--- src/rtl/fetch_stage.sv ---
// -----------------------------------------------------------------------------
// fetch_stage
//
// Instruction-fetch stage of the 3-stage RISC-V core. Owns the program
// counter, addresses the synchronous-read instruction memory (one cycle of
// read latency) and hands decode an aligned instruction/PC pair. A one-entry
// skid register keeps the decode-side instruction steady while decode stalls,
// and an execute-stage redirect replaces the in-flight fetch with a single
// NOP bubble.
//
// Parameters
//   RESET_PC     first address fetched after reset
//   NOP          instruction shown to decode when nothing valid is available
//
// Ports
//   clk          core clock, all state changes on the rising edge
//   rst          synchronous, active-high reset
//   stall        decode cannot accept; decode-side outputs must hold
//   flush        redirect from execute; wins over stall
//   redirect_pc  redirect target (low two bits ignored)
//   imem_addr    byte address presented to IMEM/BIOS
//   imem_dout    memory data for the address presented on the previous cycle
//   inst         instruction to decode
//   inst_pc      PC of inst
//   inst_valid   1 when inst is a real instruction, 0 for a bubble
// -----------------------------------------------------------------------------
module fetch_stage #(
  parameter logic [31:0] RESET_PC = 32'h4000_0000,
  parameter logic [31:0] NOP      = 32'h0000_0013
) (
  input  logic        clk,
  input  logic        rst,
  input  logic        stall,
  input  logic        flush,
  input  logic [31:0] redirect_pc,
  output logic [31:0] imem_addr,
  input  logic [31:0] imem_dout,
  output logic [31:0] inst,
  output logic [31:0] inst_pc,
  output logic        inst_valid
);

  // Fetch address, and the address/validity of the word now in decode
  logic [31:0] r_pc;
  logic [31:0] r_dPc;
  logic        r_dValid;

  // Skid register: the memory keeps re-reading r_pc during a stall, so its
  // output no longer belongs to r_dPc; the decode word is parked here instead.
  logic        r_held;
  logic [31:0] r_holdInst;

  logic [31:0] w_inst;
  logic [31:0] w_redirectAligned;

  // Redirect targets are forced to word alignment; no misalignment trap here.
  assign w_redirectAligned = {redirect_pc[31:2], 2'b00};

  // Decode-side instruction: the parked word wins while a stall is in effect,
  // otherwise the memory output, otherwise a bubble.
  always_comb begin
    w_inst = NOP;
    if (r_held) begin
      w_inst = r_holdInst;
    end else if (r_dValid) begin
      w_inst = imem_dout;
    end
  end

  assign imem_addr  = r_pc;
  assign inst       = w_inst;
  assign inst_pc    = r_dPc;
  assign inst_valid = r_dValid;

  // Pipeline control, priority reset > flush > stall > advance. On a stall
  // the current decode word is captured once and then held for as long as the
  // stall lasts. On release the memory is already presenting inst(r_pc),
  // which becomes the new decode word, so nothing is skipped or repeated.
  always_ff @(posedge clk) begin
    if (rst) begin
      r_pc       <= RESET_PC;
      r_dPc      <= 32'h0;
      r_dValid   <= 1'b0;
      r_held     <= 1'b0;
      r_holdInst <= NOP;
    end else if (flush) begin
      r_pc     <= w_redirectAligned;
      r_dPc    <= 32'h0;
      r_dValid <= 1'b0;
      r_held   <= 1'b0;
    end else if (stall) begin
      if (!r_held) begin
        r_holdInst <= w_inst;
        r_held     <= 1'b1;
      end
    end else begin
      r_pc     <= r_pc + 32'd4;
      r_dPc    <= r_pc;
      r_dValid <= 1'b1;
      r_held   <= 1'b0;
    end
  end

endmodule

--- config.mk ---
export PLATFORM = sky130hd
export DESIGN_NAME = fetch_stage
export DESIGN_NICKNAME = d
export VERILOG_FILES = /design/src/rtl/fetch_stage.sv
export SDC_FILE = /design/constraint.sdc
export NUM_CORES = 1
export LEC_CHECK = 0
export BUFFER_PORTS_ARGS = -buffer_cell sky130_fd_sc_hd__buf_2
export CORE_MARGIN = 1
export CORE_UTILIZATION = 45
export CTS_CLUSTER_SIZE = 10
export DETAILED_ROUTE_END_ITERATION = 8
export GPL_TIMING_DRIVEN = 0
export MAX_ROUTING_LAYER = met4
export PLACE_DENSITY = 0.76
export SYNTH_ARGS = -nofsm -noshare
export SYNTH_HDL_FRONTEND = slang
export SYNTH_SLANG_ARGS = --single-unit
--- constraint.sdc ---
create_clock -name clk -period 1.9 [get_ports clk]
set_input_delay 0.095 -clock clk [delete_from_list [all_inputs] [get_ports clk]]
set_output_delay 0.095 -clock clk [all_outputs]
set_load 0.005 [all_outputs]
==> results.sh <==
export IMPL_outcome="finished, violations left"
export IMPL_violations="negative hold slack, negative setup slack"
export IMPL_synth_async_sr_flop_share=0
export IMPL_hold_depth=3
export IMPL_r2r_cells=6
export IMPL_final_max_slew_viol_count=0
export IMPL_hold_path_end="imem_addr[24]"
export IMPL_regToRegStartpoint="imem_addr[2]"
export IMPL_start_util=0.467
export IMPL_diodes=0
export IMPL_die_y_um=103
export IMPL_antenna_left=0
export IMPL_relSlewSlack=0.558
export IMPL_vias=5050
export IMPL_htree_levels=3
export IMPL_drive_gt1_frac=0.306
export IMPL_ys_top_cells_by_area="dfxtp_1 41%, nand2_1 8.6%, mux2i_1 6.5%"
export IMPL_cts_sinks=94
export IMPL_multi_input_area_mm2=0.00253
export IMPL_power_density_mw_per_mm2=651
export IMPL_seqCellArea_mm2=0.00194
export IMPL_coreArea_mm2=0.00986
export IMPL_hold_path_startpoint="redirect_pc[24]"
export IMPL_crit_type="reg2reg"
export IMPL_ctsRootBufferMaster="clkbuf_8"
export IMPL_hold_viol=1
export IMPL_synth_seq_area_share=0.408
export IMPL_drt_pre_antenna_iters=5
export IMPL_maxCapViolCount=0
export IMPL_initialDrtViolationCount=306
export IMPL_syn_area_per_cell_um2=7.86
export IMPL_nNetsFinal=858
export IMPL_synthFlopType="dfxtp_1"
export IMPL_netlist_instances=586
export IMPL_drc=0
export IMPL_yosysMostFrequentCell="nand2_1"
export IMPL_grtUsageTotal=0.267
export IMPL_syn_area_mm2=0.00461
export IMPL_cp_end_kind="register"
export IMPL_gp_congestion=0.850
export IMPL_ys_types=47
export IMPL_stdcell_count=927
export IMPL_hold_path_class="in2reg"
export IMPL_setup_viol=3
export IMPL_wire_per_inst_um=15.5
export IMPL_crit_required_ps=2150
export IMPL_design_power_total_mw=4.05
export IMPL_grt_ovfl_total=0
export IMPL_fin_ws_ps=-107
export IMPL_yosysTopAreaCell="dfxtp_1"
export IMPL_cts_path_max_buffers=2
export IMPL_reg2reg_to="imem_addr[22]"
export IMPL_fillers=859
export IMPL_cts_tree="built"
export IMPL_synth_edf_count=0
export IMPL_synth_top_area_share=0.408
export IMPL_hpwl_um=10100
export IMPL_grt_first_pass_wirelength_um=21300
export IMPL_wl_um=14300
export IMPL_die_area_mm2=0.0106
export IMPL_finClkSkew_ps=10.6
export IMPL_row_count=36
export IMPL_ir_worst_vdd_mv=0.432
export IMPL_grt_pass1_vias=4307
export IMPL_rsz0062_at_grt="yes"
export IMPL_clock_fmax_mhz=498
export IMPL_p_leak_nw=2.61
export IMPL_worst_pin_slew_ps=664
export IMPL_dpl_cell_count=878
export IMPL_min_period_ps=2010
export IMPL_grt_antenna_before_repair=0
export IMPL_port_buffers=156
export IMPL_syn_to_final_growth_pct=35.1
export IMPL_hold_slack_ps=-2.83
export IMPL_pin_count=165
export IMPL_yosys_warnings=0
export IMPL_cts_buffers=9
export IMPL_worstPathArrival_ps=2260
export IMPL_drt_vias_per_instance=5.45
export IMPL_ys_seq_elements=94
export IMPL_synthTopCellsByCount="106 x nand2_1, 94 x dfxtp_1, 59 x nor2_1"
export IMPL_fin_crit_sh=1.06
export IMPL_critical_path_startpoint_type="register"
export IMPL_grt_start_max_net_pins=16
export IMPL_clk_pin_slew_worst_paths_ps=90
export IMPL_die_x_um=103
export IMPL_rrSetupSlack_ps=-110
export IMPL_crit_fanout=5
export IMPL_clk_latency_ps=360
## report_power, final
| group | internal [mW] | switching [mW] | total (mW) |
|---|---|---|---|
| clock network | 0.593 | 0.719 | 1.31 |
| logic | 0.278 | 0.329 | 0.607 |
| registers | 2.04 | 0.0944 | 2.14 |
| total | 2.91 | 1.14 | 4.05 |
## cells by family after synthesis
group | count (synthesis) | synth area share
AO/OA/AOI/OAI | 112 | 0.152
adder cells (fa/ha/maj) | 1 | 0.00271
multiplexers | 30 | 0.0652
XOR/XNOR | 13 | 0.0247
AND/OR/NAND/NOR | 272 | 0.286
buffers and inverters | 63 | 0.0605
other | 1 | 0.000814
flip-flops | 94 | 0.408
## routing by layer
metal  share of wire  vias to the layer above  global-route usage
met2            0.47                      221               0.426
met5               0                        -                   -
met3           0.068                       35              0.0477
li1                -                     2465                   -
met1            0.44                     2329               0.343
met4           0.020                        0              0.0867
## flip-flops by register name, summed over array words and instances (netlist names)
register,cells
inst_valid,1
r_holdInst,32
r_held,1
imem_addr,30
inst_pc,30
## final cells by class
cell class | count | area share
Multi-Input combinational cell | 432 | 0.406
Sequential cell | 94 | 0.311
Timing Repair Buffer | 191 | 0.177
Buffer | 52 | 0.0422
Clock buffer | 12 | 0.0267
Tap cell | 133 | 0.0267
Inverter | 9 | 0.00543
Clock inverter | 4 | 0.00462
## worst max-delay path, stage by stage, from the launching register on
cell and delay [ps]:
dfxtp_4 370, ha_4 150, nand4b_4 100, or3_4 400, buf_6 140, or4_1 410, a311oi_1 330
## stage by stage
step	hold WS [ps]	area [um2]	setup TNS [ps]	utilization	setup WS, ps
floorplan	229	4640	0	-	10.9
global placement	332	5590	-805	0.566	-194
detailed placement	334	5590	-1110	0.566	-255
CTS	0.0744	6120	-6.16	0.620	-5.46
global route	-16.5	6220	-423	0.631	-142
finish	-2.83	6220	-161	0.631	-107
## cells in the final DEF (no fill, tap or decap), types with 3 or more instances in the layout
master / n
clkbuf_1: 31
or3_1: 6
or4_1: 6
nand3b_1: 4
a21oi_1: 34
dlygate4sd3_1: 23
o31ai_1: 6
buf_6: 6
dfxtp_2: 11
a211oi_1: 13
dfxtp_1: 72
o31a_1: 4
xor2_1: 5
o21ai_0: 35
and4_1: 3
a311oi_1: 11
nand3_1: 38
mux2i_1: 30
buf_1: 3
a2111oi_0: 3
nor2b_1: 3
nand2b_1: 4
inv_1: 9
dfxtp_4: 11
conb_1: 4
clkbuf_8: 10
buf_2: 161
nor4_1: 8
nor3_1: 7
nand2_1: 104
xnor2_1: 8
and3_1: 3
nand4_1: 5
clkbuf_2: 5
nor2_1: 59
buf_4: 14
## what timing repair did
item,in CTS,in global routing
cloned,0,1
endpoints found under the hold margin,21,2
pin swaps,7,6
setup buffers,7,4
hold buffers,21,2
endpoints found under the setup margin,17,67
resized for setup,31,27
## how the worst max path moves through the flow
stage,to,cells after the start,startpoint,slack [ps]
after floorplan,imem_addr[22],6,imem_addr[2],10
after global placement,imem_addr[31],5,imem_addr[6],-190
after detailed placement,imem_addr[31],5,imem_addr[6],-260
after CTS,imem_addr[22],6,imem_addr[2],-5
after global routing,imem_addr[25],5,imem_addr[2],-140
final,imem_addr[22],6,imem_addr[2],-110
No activity file was read; power rests on OpenSTA's default activity.
